**src/rtl/edge_shift_register_pkg.sv**
```systemverilog
`default_nettype none
// ============================================================================
// edge_shift_register_pkg : shared sizing helper and shift-direction encodings
// Revision: 1.0
// ============================================================================
package edge_shift_register_pkg;

  localparam bit SHIFT_LEFT  = 1'b1;
  localparam bit SHIFT_RIGHT = 1'b0;

  // Bit-count width must hold 0..WIDTH.
  function automatic int unsigned cnt_width(input int unsigned width);
    return $clog2(width + 1);
  endfunction

endpackage
`default_nettype wire

```
**src/rtl/edge_shift_register_if.sv**
```systemverilog
`default_nettype none
// ============================================================================
// edge_shift_register_if : strobe/data bundle between conditioner and shifter
// Revision: 1.0
// ============================================================================
interface edge_shift_register_if #(
  parameter int WIDTH = 8
);
  import edge_shift_register_pkg::*;

  localparam int CW = int'(cnt_width(WIDTH));

  logic             peripheralclkedge;
  logic             serialdatain;
  logic             parallelload;
  logic [WIDTH-1:0] paralleldatain;
  logic [WIDTH-1:0] paralleldataout;
  logic             serialdataout;
  logic [CW-1:0]    bitcount;
  logic             framedone;

  modport master (
    output peripheralclkedge, serialdatain, parallelload, paralleldatain,
    input  paralleldataout, serialdataout, bitcount, framedone
  );

  modport slave (
    input  peripheralclkedge, serialdatain, parallelload, paralleldatain,
    output paralleldataout, serialdataout, bitcount, framedone
  );

endinterface
`default_nettype wire

```
**src/rtl/edge_shift_register_frame_bit_counter.sv**
```systemverilog
`default_nettype none
// ============================================================================
// frame_bit_counter : mod-MODULUS counter with clear, increment, wrap pulse
// Revision: 1.0
// ============================================================================
module frame_bit_counter #(
  parameter int MODULUS = 8,
  parameter int CW      = 4
) (
  input  wire logic          clk,
  input  wire logic          rst_n,
  input  wire logic          clr_i,
  input  wire logic          inc_i,
  output logic [CW-1:0]      count_o,
  output logic               wrap_o
);

  localparam logic [CW-1:0] LAST = CW'(MODULUS - 1);

  logic [CW-1:0] count_q, count_d;
  logic          wrap_q, wrap_d;

  // Clear beats increment; wrap is registered so it lands the cycle after the last increment.
  always_comb begin
    count_d = count_q;
    wrap_d  = 1'b0;
    if (clr_i) begin
      count_d = '0;
    end else if (inc_i) begin
      if (count_q == LAST) begin
        count_d = '0;
        wrap_d  = 1'b1;
      end else begin
        count_d = count_q + CW'(1);
      end
    end
  end

  always_ff @(posedge clk) begin
    if (!rst_n) begin
      count_q <= '0;
      wrap_q  <= 1'b0;
    end else begin
      count_q <= count_d;
      wrap_q  <= wrap_d;
    end
  end

  assign count_o = count_q;
  assign wrap_o  = wrap_q;

endmodule
`default_nettype wire

```
**src/rtl/edge_shift_register.sv**
```systemverilog
`default_nettype none
// ============================================================================
// edge_shift_register : SIPO/PISO shifter driven by the conditioner's strobes
// Revision: 1.0
// ============================================================================
module edge_shift_register
  import edge_shift_register_pkg::*;
#(
  parameter int WIDTH     = 8,
  parameter bit MSB_FIRST = 1'b1
) (
  input  wire logic              clk,
  input  wire logic              rst_n,
  edge_shift_register_if.slave   bus
);

  localparam int CW = int'(cnt_width(WIDTH));

  logic [WIDTH-1:0] shreg_q, shreg_d;
  logic [WIDTH-1:0] w_shifted;

  generate
    if (MSB_FIRST == SHIFT_LEFT) begin : g_shift_left
      assign w_shifted         = {shreg_q[WIDTH-2:0], bus.serialdatain};
      assign bus.serialdataout = shreg_q[WIDTH-1];
    end else begin : g_shift_right
      assign w_shifted         = {bus.serialdatain, shreg_q[WIDTH-1:1]};
      assign bus.serialdataout = shreg_q[0];
    end
  endgenerate

  // A shift strobe coincident with a load is dropped.
  always_comb begin
    shreg_d = shreg_q;
    if (bus.parallelload) begin
      shreg_d = bus.paralleldatain;
    end else if (bus.peripheralclkedge) begin
      shreg_d = w_shifted;
    end
  end

  always_ff @(posedge clk) begin
    if (!rst_n) begin
      shreg_q <= '0;
    end else begin
      shreg_q <= shreg_d;
    end
  end

  assign bus.paralleldataout = shreg_q;

  frame_bit_counter #(
    .MODULUS (WIDTH),
    .CW      (CW)
  ) u_frame_bit_counter (
    .clk     (clk),
    .rst_n   (rst_n),
    .clr_i   (bus.parallelload),
    .inc_i   (bus.peripheralclkedge),
    .count_o (bus.bitcount),
    .wrap_o  (bus.framedone)
  );

endmodule
`default_nettype wire

```
**src/flat_wrapper.sv**
```systemverilog
// flat-port wrapper written by rule: the top's interface ports become plain ports
module edge_shift_register_flat import edge_shift_register_pkg::*;
#(
  parameter int WIDTH     = 8,
  parameter bit MSB_FIRST = 1'b1
)
  (clk, rst_n, bus_peripheralclkedge, bus_serialdatain, bus_parallelload, bus_paralleldatain, bus_paralleldataout, bus_serialdataout, bus_bitcount, bus_framedone);
  edge_shift_register_if #(.WIDTH(WIDTH)) bus_i ();
  input  wire logic clk;
  input  wire logic rst_n;
  input wire logic [$bits(bus_i.peripheralclkedge)-1:0] bus_peripheralclkedge;
  input wire logic [$bits(bus_i.serialdatain)-1:0] bus_serialdatain;
  input wire logic [$bits(bus_i.parallelload)-1:0] bus_parallelload;
  input wire logic [$bits(bus_i.paralleldatain)-1:0] bus_paralleldatain;
  output wire logic [$bits(bus_i.paralleldataout)-1:0] bus_paralleldataout;
  output wire logic [$bits(bus_i.serialdataout)-1:0] bus_serialdataout;
  output wire logic [$bits(bus_i.bitcount)-1:0] bus_bitcount;
  output wire logic [$bits(bus_i.framedone)-1:0] bus_framedone;
  assign bus_i.peripheralclkedge = bus_peripheralclkedge;
  assign bus_i.serialdatain = bus_serialdatain;
  assign bus_i.parallelload = bus_parallelload;
  assign bus_i.paralleldatain = bus_paralleldatain;
  assign bus_paralleldataout = bus_i.paralleldataout;
  assign bus_serialdataout = bus_i.serialdataout;
  assign bus_bitcount = bus_i.bitcount;
  assign bus_framedone = bus_i.framedone;
  edge_shift_register #(.WIDTH(WIDTH), .MSB_FIRST(MSB_FIRST)) u_core (.clk(clk), .rst_n(rst_n), .bus(bus_i));
endmodule
```
**config.mk**
```make
export PLATFORM = sky130hd
export DESIGN_NAME = edge_shift_register_flat
export DESIGN_NICKNAME = d
export VERILOG_FILES = /design/src/rtl/edge_shift_register_pkg.sv /design/src/rtl/edge_shift_register_if.sv /design/src/rtl/edge_shift_register_frame_bit_counter.sv /design/src/rtl/edge_shift_register.sv /design/src/flat_wrapper.sv
export SDC_FILE = /design/constraint.sdc
export NUM_CORES = 1
export LEC_CHECK = 0
export CORE_MARGIN = 8
export CORE_UTILIZATION = 40
export CTS_BUF_LIST = sky130_fd_sc_hd__clkbuf_16
export DETAILED_ROUTE_END_ITERATION = 7
export PLACE_DENSITY = 0.8
export SLEW_MARGIN = 10
export SYNTH_ARGS = -nofsm -noshare
export SYNTH_HDL_FRONTEND = slang
export SYNTH_SLANG_ARGS = --single-unit
```
**constraint.sdc**
```tcl
create_clock -name clk -period 1.3 [get_ports clk]
set_input_delay 0.195 -clock clk [delete_from_list [all_inputs] [get_ports clk]]
set_output_delay 0.195 -clock clk [all_outputs]
set_load 0.01 [all_outputs]
```
==> metrics.txt <==
Fin Setup TNS=0 ns; CP Launch Type=input pin; wire length on met2=around 800 um; min Tclk post-route=1.25 ns; grt ovf=0; crit-path max FO=5; clk root buf=clkbuf_16; Routed Antenna Nets=0; RSZ-0062 raised after global routing=no; vias per cell=5.26; ys async rst share=0%; max-cap viol count=0; Worst path slowest cell=clkdlybuf4s50_1; PwrDens=approximately 1200 nW/um2; drc violations=0; Finished Core Util=around two thirds; critical path data required time=~1.4 ns; Worst-Skew Late Latency=0.24 ns; area share of the largest cell type after synthesis=40.2%; Placer Congestion=about 0.74; Post-DP HPWL=around 1.2 mm; clk buf depth=2; vias in the first global route=550; area grow syn2layout=56.5%; HP Class=reg2reg; final hold vios=0; IO Count=27; Post-CTS Setup Bufs=0; YS warnings=0; CP Launch Point=bus_peripheralclkedge; worst-margin pin slew=0.119 ns; Syn Nets=70; die height=56.2 um; Synth cell types=21; met1 WL=a little under 700 um; NumNets Final=between 100 and 150; Worst R2R Setup Slack=around 0.060 ns; initial antenna violation count=0; crit path DAT=about 1.4 ns; WHS=between 0.5 and 0.6 ns; post-layout instance area=around 1000 um2; Max-slew headroom=roughly nine tenths; first-pass GRT wire length=between 2 and 3 mm; num rows=14; syn avg cell area=about 12 um2; area leader, netlist=dfxtp_1; initial DRC count=13; layout cells sized above 1=15.9%; max-slew violations=0; Total GRT Usage=between 10% and 20%; worst setup path end=u_core.bus.paralleldataout[5]$_SDFFE_PN0P_; drt total wl=roughly 1.6 mm; Inserted Clock Buffers=3; # diodes=0; worst path cell trace=clkdlybuf4s50_1 > buf_4 > mux2_1 > o211a_1; IO Port Bufs=26; Post-Syn Area=647 um2; FMAX=0.802 GHz; H-tree depth=1; Final period util=between 90 and 100%; sequential area share after synthesis=40.2%; Crit Path Category=in2reg; most frequent cells in the layout=dlygate4sd2_1 (13), dfxtp_1 (13), clkdlybuf4s50_1 (12); largest net degree at the start of global routing=11; core area=~1500 um2; Post-synth EDFFs=0; Synth Instances=56; dominant cells by area after synthesis=dfxtp_1 (40%), o211a_1 (12%), mux2_4 (9.3%); cells resized by post-CTS repair=13; P_leak=approximately 0.55 nW; DR top layer=met4; Routed wire per std cell=approximately 15 um; cts hold-fix bufs=0; Num Clock Sinks=13; Critical R2R Launch=u_core.u_frame_bit_counter.count_o[0]$_SDFFE_PP0P_; status=completed; Die Area=3160 um2; Vias=roughly 550; Yosys reg bits=13; Worst-path clk slew=~0.040 ns; TritonRoute pass-1 iters=3; CP Capture Type=flip-flop; Met3 Wirelength=~82 um; Post-synth top flop=dfxtp_1; crit-path max cell delay=around 0.48 ns; Area after DPL=945 um2; CTS tree=yes; R2R depth=3; DIE WIDTH=approximately 56 um; r2r endpoint=u_core.u_frame_bit_counter.count_o[3]$_SDFFE_PP0P_; Starting Density=between 40 and 50%; peak supply drop=approximately 0.00060 V; final setup fails=0; clock skew=between 0.0007 and 0.0008 ns
-- flip-flops by register name (all words and copies together) (netlist names) --
name                                flops
u_core.u_frame_bit_counter.wrap_o       1
u_core.bus.paralleldataout              8
u_core.u_frame_bit_counter.count_o      4
-- cells in the mapped netlist, types with 2 or more instances --
cell and n:
nand3b_1 2, mux2i_1 2, dfxtp_1 13, nor2_1 2
mux2_1 4, mux2_4 4, or2b_1 5, nand2b_1 4
o211a_1 8
-- worst min path at each step --
stage	startpoint	end	slack, ns	depth (start not counted)
after CTS	u_core.u_frame_bit_counter.count_o[2]$_SDFFE_PP0P_	u_core.u_frame_bit_counter.wrap_o$_SDFF_PP0_	0.54	2
after detailed placement	u_core.u_frame_bit_counter.count_o[3]$_SDFFE_PP0P_	u_core.u_frame_bit_counter.count_o[3]$_SDFFE_PP0P_	0.52	2
after global placement	u_core.u_frame_bit_counter.count_o[3]$_SDFFE_PP0P_	u_core.u_frame_bit_counter.count_o[3]$_SDFFE_PP0P_	0.50	2
after global routing	u_core.u_frame_bit_counter.count_o[3]$_SDFFE_PP0P_	u_core.u_frame_bit_counter.count_o[3]$_SDFFE_PP0P_	0.58	2
after floorplan	bus_parallelload	u_core.u_frame_bit_counter.count_o[3]$_SDFFE_PP0P_	0.38	2
final	u_core.u_frame_bit_counter.count_o[2]$_SDFFE_PP0P_	u_core.u_frame_bit_counter.wrap_o$_SDFF_PP0_	0.54	2
-- report_power, final --
part           internal [mW]  switching, mW  total (mW)
sequential             0.421         0.0160       0.437
combinational          0.113         0.0644       0.177
clock                  0.405          0.162       0.567
-- area by class of cell --
type	count	area, um2
clock inverter	1	3.75
tap	16	20.0
clock buffer	3	75.1
sequential	13	260
multi-input combinational	39	362
fill	133	494
timing repair buffer	32	292
-- routing by layer --
metal	vias up	GRT usage [%]
li1	267	-
met1	260	11.2
met2	15	16.3
met3	5	2.97
met4	0	7.22
met5	-	0
-- metrics by stage --
| stage | instances | worst slack, ns | power [mW] |
|---|---|---|---|
| 3_3_place_gp | 100 | -0.153 | 0.634 |
| 3_5_place_dp | 100 | -0.192 | 0.638 |
| 2_1_floorplan | 56 | 0.0781 | 0.533 |
| 4_1_cts | 104 | 0.0311 | 1.19 |
| 5_1_grt | 104 | 0.00751 | 1.23 |
| 6_report | 104 | 0.0534 | 1.18 |
-- logic make-up after synthesis --
| kind of cell | synth area share [%] |
|---|---|
| flops | 40.2 |
| mux | 19.3 |
| simple gates | 18.2 |
| compound gates | 14.7 |
| buf+inv | 4.25 |
| xor+xnor | 1.35 |
| fa+ha+maj | 1.93 |
-- worst max-delay path: cells and delay by family --
| family | cells | cell delay (ns) |
|---|---|---|
| AOI/OAI and AO/OA | 1 | 0.21 |
| buffers and inverters | 2 | 0.64 |
| muxes | 1 | 0.33 |
Note: power is estimated with default switching activity, not from simulation.
